[src/rtl/sum_decoder.sv]
// Recovers operand B from a wrapped sum and known operand A, one bit per cycle, LSB first.
// Optional wrap detection is compiled in by defining SUM_DECODER_WRAP_EN.
module sum_decoder #(
   parameter int WIDTH = 8
) (
   input  logic             clk,
   input  logic             rst,
   input  logic             start,
   input  logic [WIDTH-1:0] sum_in,
   input  logic [WIDTH-1:0] a_in,
   output logic             busy,
   output logic             done,
   output logic [WIDTH-1:0] b_out,
   output logic             wrapped
);

   localparam int CW = $clog2(WIDTH + 1);
   localparam logic [CW-1:0] LAST_BIT = CW'(WIDTH - 1);

   typedef enum logic [1:0] {
      IDLE  = 2'd0,
      SHIFT = 2'd1,
      DONE  = 2'd2
   } state_t;

   state_t           state_q, state_d;
   logic [WIDTH-1:0] sumSh_q, sumSh_d;
   logic [WIDTH-1:0] aSh_q, aSh_d;
   logic [WIDTH-1:0] resSh_q, resSh_d;
   logic [WIDTH-1:0] bOut_q, bOut_d;
   logic [CW-1:0]    cnt_q, cnt_d;
   logic             borrow_q, borrow_d;
   logic             diffBit;
   logic             borrowOut;
   logic             lastShift;

   assign diffBit   = sumSh_q[0] ^ aSh_q[0] ^ borrow_q;
   assign borrowOut = (~sumSh_q[0] & aSh_q[0]) | (~(sumSh_q[0] ^ aSh_q[0]) & borrow_q);
   assign lastShift = (state_q == SHIFT) && (cnt_q == LAST_BIT);

   always_comb begin
      state_d  = state_q;
      sumSh_d  = sumSh_q;
      aSh_d    = aSh_q;
      resSh_d  = resSh_q;
      bOut_d   = bOut_q;
      cnt_d    = cnt_q;
      borrow_d = borrow_q;
      case (state_q)
         IDLE: begin
            if (start) begin
               sumSh_d  = sum_in;
               aSh_d    = a_in;
               resSh_d  = '0;
               cnt_d    = '0;
               borrow_d = 1'b0;
               state_d  = SHIFT;
            end
         end
         SHIFT: begin
            sumSh_d  = sumSh_q >> 1;
            aSh_d    = aSh_q >> 1;
            resSh_d  = {diffBit, resSh_q[WIDTH-1:1]};
            borrow_d = borrowOut;
            cnt_d    = cnt_q + CW'(1);
            // The result becomes visible only once all bits are in, so b_out never shows partial data
            if (lastShift) begin
               bOut_d  = {diffBit, resSh_q[WIDTH-1:1]};
               state_d = DONE;
            end
         end
         DONE: begin
            state_d = IDLE;
         end
         default: begin
            state_d = IDLE;
         end
      endcase
   end

   always_ff @(posedge clk or posedge rst) begin
      if (rst) begin
         state_q  <= IDLE;
         sumSh_q  <= '0;
         aSh_q    <= '0;
         resSh_q  <= '0;
         bOut_q   <= '0;
         cnt_q    <= '0;
         borrow_q <= 1'b0;
      end else begin
         state_q  <= state_d;
         sumSh_q  <= sumSh_d;
         aSh_q    <= aSh_d;
         resSh_q  <= resSh_d;
         bOut_q   <= bOut_d;
         cnt_q    <= cnt_d;
         borrow_q <= borrow_d;
      end
   end

`ifdef SUM_DECODER_WRAP_EN
   logic wrapped_q, wrapped_d;

   // The borrow out of the MSB is set exactly when sum_in < a_in unsigned
   always_comb begin
      wrapped_d = wrapped_q;
      if (lastShift) begin
         wrapped_d = borrowOut;
      end
   end

   always_ff @(posedge clk or posedge rst) begin
      if (rst) begin
         wrapped_q <= 1'b0;
      end else begin
         wrapped_q <= wrapped_d;
      end
   end

   assign wrapped = wrapped_q;
`else
   assign wrapped = 1'b0;
`endif

   assign busy  = (state_q != IDLE);
   assign done  = (state_q == DONE);
   assign b_out = bOut_q;

endmodule

[config.mk]
export PLATFORM = sky130hd
export DESIGN_NAME = sum_decoder
export DESIGN_NICKNAME = d
export VERILOG_FILES = /design/src/rtl/sum_decoder.sv
export SDC_FILE = /design/constraint.sdc
export NUM_CORES = 1
export LEC_CHECK = 0
export ABC_AREA = 1
export BUFFER_PORTS_ARGS = -buffer_cell sky130_fd_sc_hd__buf_2
export CAP_MARGIN = 20
export CORE_MARGIN = 10
export CORE_UTILIZATION = 26
export CTS_BUF_LIST = sky130_fd_sc_hd__clkbuf_8
export CTS_CLUSTER_SIZE = 8
export DETAILED_ROUTE_END_ITERATION = 10
export PLACE_DENSITY = 0.53
export SYNTH_ARGS = -nofsm -noshare
export SYNTH_HDL_FRONTEND = slang
export SYNTH_SLANG_ARGS = --single-unit
export TNS_END_PERCENT = 5
[constraint.sdc]
create_clock -name clk -period 1.7 [get_ports clk]
set_input_delay 0.255 -clock clk [delete_from_list [all_inputs] [get_ports clk]]
set_output_delay 0.255 -clock clk [all_outputs]
set_load 0.01 [all_outputs]
==> key figures <==
Route
  • Remaining antenna violation count after routing: 0
  • Post-DR wirelength/cell: 12.3 um
  • Router iterations before antenna repair: 4
  • Vias: 1313
  • Post-Route WL: 3.64 mm
  • DRC: 0
  • Iter 0 DRT Violations: 63
  • Vias/cell: 4.44

Die
  • Row cnt: 29
  • I/O Pins: 30
  • Core Region: 6280 um^2
  • Die area: 10000 um^2
  • Die outline height: 100 um
  • Initial core utilization: 26.5%
  • Die width: 100 um

Place
  • Hpwl dp: roughly 2.5 mm
  • Port Buffers: 28
  • Placed Instance Area: 1870 um^2
  • GPL Wtd Cong: 0.723

Power and ir drop
  • P_sw: 1.32 mW
  • Combinational power share: 32.6%
  • Switching share of power: 35.5%
  • Clk pwr share: 25.8%
  • Seq pwr share: 41.7%
  • Worst VDD drop: 489 uV
  • Pwr/cell area: 1840 nW/um^2
  • Pleak: roughly 1 nW
  • Total power: between 3 and 4 mW
  • P_int: between 2 and 2.5 mW

CTS
  • # resized after CTS: 0
  • CTS Buf Count: 5
  • H-tree levels: 2
  • Root buffer cell: clkbuf_8
  • Clk_lat worst skew: 0.29 ns
  • CTS tree: built
  • CTS sink cnt: 38
  • Setup bufs post-CTS: 0
  • CTS clock-pin slew for the worst setup and hold paths: 0.09 ns
  • Clk buf depth: 2
  • CTS hold repair buffers: 0

Synthesis
  • Syn avg cell area: 8.86 um^2
  • Synth warn: 0
  • Mapped Cells: 188
  • Yosys cell types: 19
  • Register area share after synthesis: 57.1%
  • Mapped Area: 1670 um^2
  • Area contributors post-synth: dfrtp_1 (57%), nand2_1 (15%), nand3_1 (12%)
  • Area leader, netlist: dfrtp_1
  • Yosys reg bits: 38
  • Synth top area share: a little under three fifths
  • Post-Syn Nets: 209

Global routing
  • Met1 Track Usage GR: a little under a tenth
  • Number of global-route vias before repair: 1338
  • Met2 Track Usage GR: about an eighth
  • Total GRT Usage: 7.59%
  • Global route hottest layer: met2
  • Met3 global-route usage: 3.16%
  • Largest net degree at the start of global routing: 39
  • Gr ovfl total: 0
  • Wire length of the first global-routing pass: 6.31 mm
  • Initial antenna violation count: 0

STA
  • RSZ-0062 raised after global routing: no
  • Slew Viols, Final: 0
  • Final Cycle Share: 82.4%
  • Final Skew: approximately 0.013 ns
  • Maximum clock rate: approximately 710 MHz
  • Setup TNS: 0 ns
  • Fin crit period: 1.40 ns
  • Setup violations, final: 0
  • Final Hold Viols: 0
  • WHS: around 0.056 ns

Setup path
  • Critical path class: register to register
  • WP data required: 1.89 ns
  • Setup crit end kind: register
  • Crit path arrival time: 1.59 ns
  • Crit-path max FO: 21
  • Critical path startpoint category: register

Min path
  • Worst Hold Class: primary input to async pin

Finish
  • Design area: 2010 um^2
  • Final Net Count: between 200 and 250
  • Area grow syn2layout: 20.9%
  • Share of cells above drive strength 1: roughly 22%
  • N_diodes: 0

Outcome
  • Outcome: finished clean

Flow run
  • Max-Cap Viols: 0
cells by family after synthesis:
group,synth area share [%]
flip-flops,57.1
AND/OR/NAND/NOR,30.7
buffers and inverters,6.38
other,0.225
adder cells (fa/ha/maj),1.95
AO/OA/AOI/OAI,3.68
stage by stage:
stage	std cells	setup WS, ns	utilization, %
3_5_place_dp	288	0.270	29.8
3_3_place_gp	288	0.319	29.8
5_1_grt	296	0.139	32.1
2_1_floorplan	188	0.549	-
4_1_cts	296	0.267	32.1
6_report	296	0.299	32.1
layout by cell type, fill, tap and decap left out, drive strengths merged:
master	n
nor2	7
a21oi	1
inv	12
buf	32
dfrtp	38
o22ai	4
clkbuf	6
o21ai	4
nand2	69
conb	1
bufinv	2
nand4	1
nand3	39
fa	1
o21bai	1
ha	1
routing by layer:
metal | wire length, um | vias up
li1 | - | 666
met1 | 1660 | 610
met2 | 1680 | 32
met3 | 274 | 5
met4 | 27 | 0
met5 | 0 | -
worst paths after layout:
kind / slack (ns) / cells after the start / endpoint / from
setup reg to reg: 0.30 / 5 / b_out[5] / state_q[0]
hold / removal: 0.06 / 3 / b_out[0] / rst
setup / recovery: 0.30 / 5 / b_out[5] / state_q[0]
min in group clk: 0.16 / 3 / aSh_q[7] / a_in[7]
max in group asynchronous: 1.28 / 3 / aSh_q[1] / rst
hold reg to reg: 0.46 / 2 / b_out[6] / resSh_q[7]
registers in the layout, summed over array words and instances (netlist names):
register	flops
borrow_q	1
sumSh_q	8
state_q	2
b_out	8
aSh_q	8
cnt_q	4
resSh_q	7
worst max-delay path: stages (launching register included):
cell     delay [ns]
dfrtp_1        0.44
nand2_2        0.19
inv_2          0.33
nand2_2        0.20
nand2_1        0.10
nand2_1        0.05
power by group through the flow:
stage          clock (mW)  combinational (mW)  sequential [mW]
2_1_floorplan           0               0.910             1.56
3_5_place_dp            0                1.24             1.56
6_report            0.956                1.21             1.55
3_3_place_gp            0                1.22             1.56
4_1_cts             0.974                1.24             1.55
5_1_grt              1.02                1.41             1.61
layout make-up:
type                    count  area, um^2
flip-flops and latches     38         951
clock inverters             2        60.1
inverters                  12        45.0
well taps                  77        96.3
clock buffers               6        82.6
fillers                   675        4260
multi-input cells         129         609
repair buffers             32         170
cell usage after synthesis:
cell type and instances:
inv_1 10, a21oi_2 1, ha_1 1, buf_2 4, o21ai_1 4, o21bai_1 1
buf_6 1, nand4_1 1, nor2_4 2, dfrtp_1 38, fa_1 1, o22ai_1 4
nand3_1 39, nand2_1 65, buf_4 4, conb_1 1, inv_2 2, nand2_2 4
nor2_1 5
Note: power is estimated with default switching activity, not from simulation.
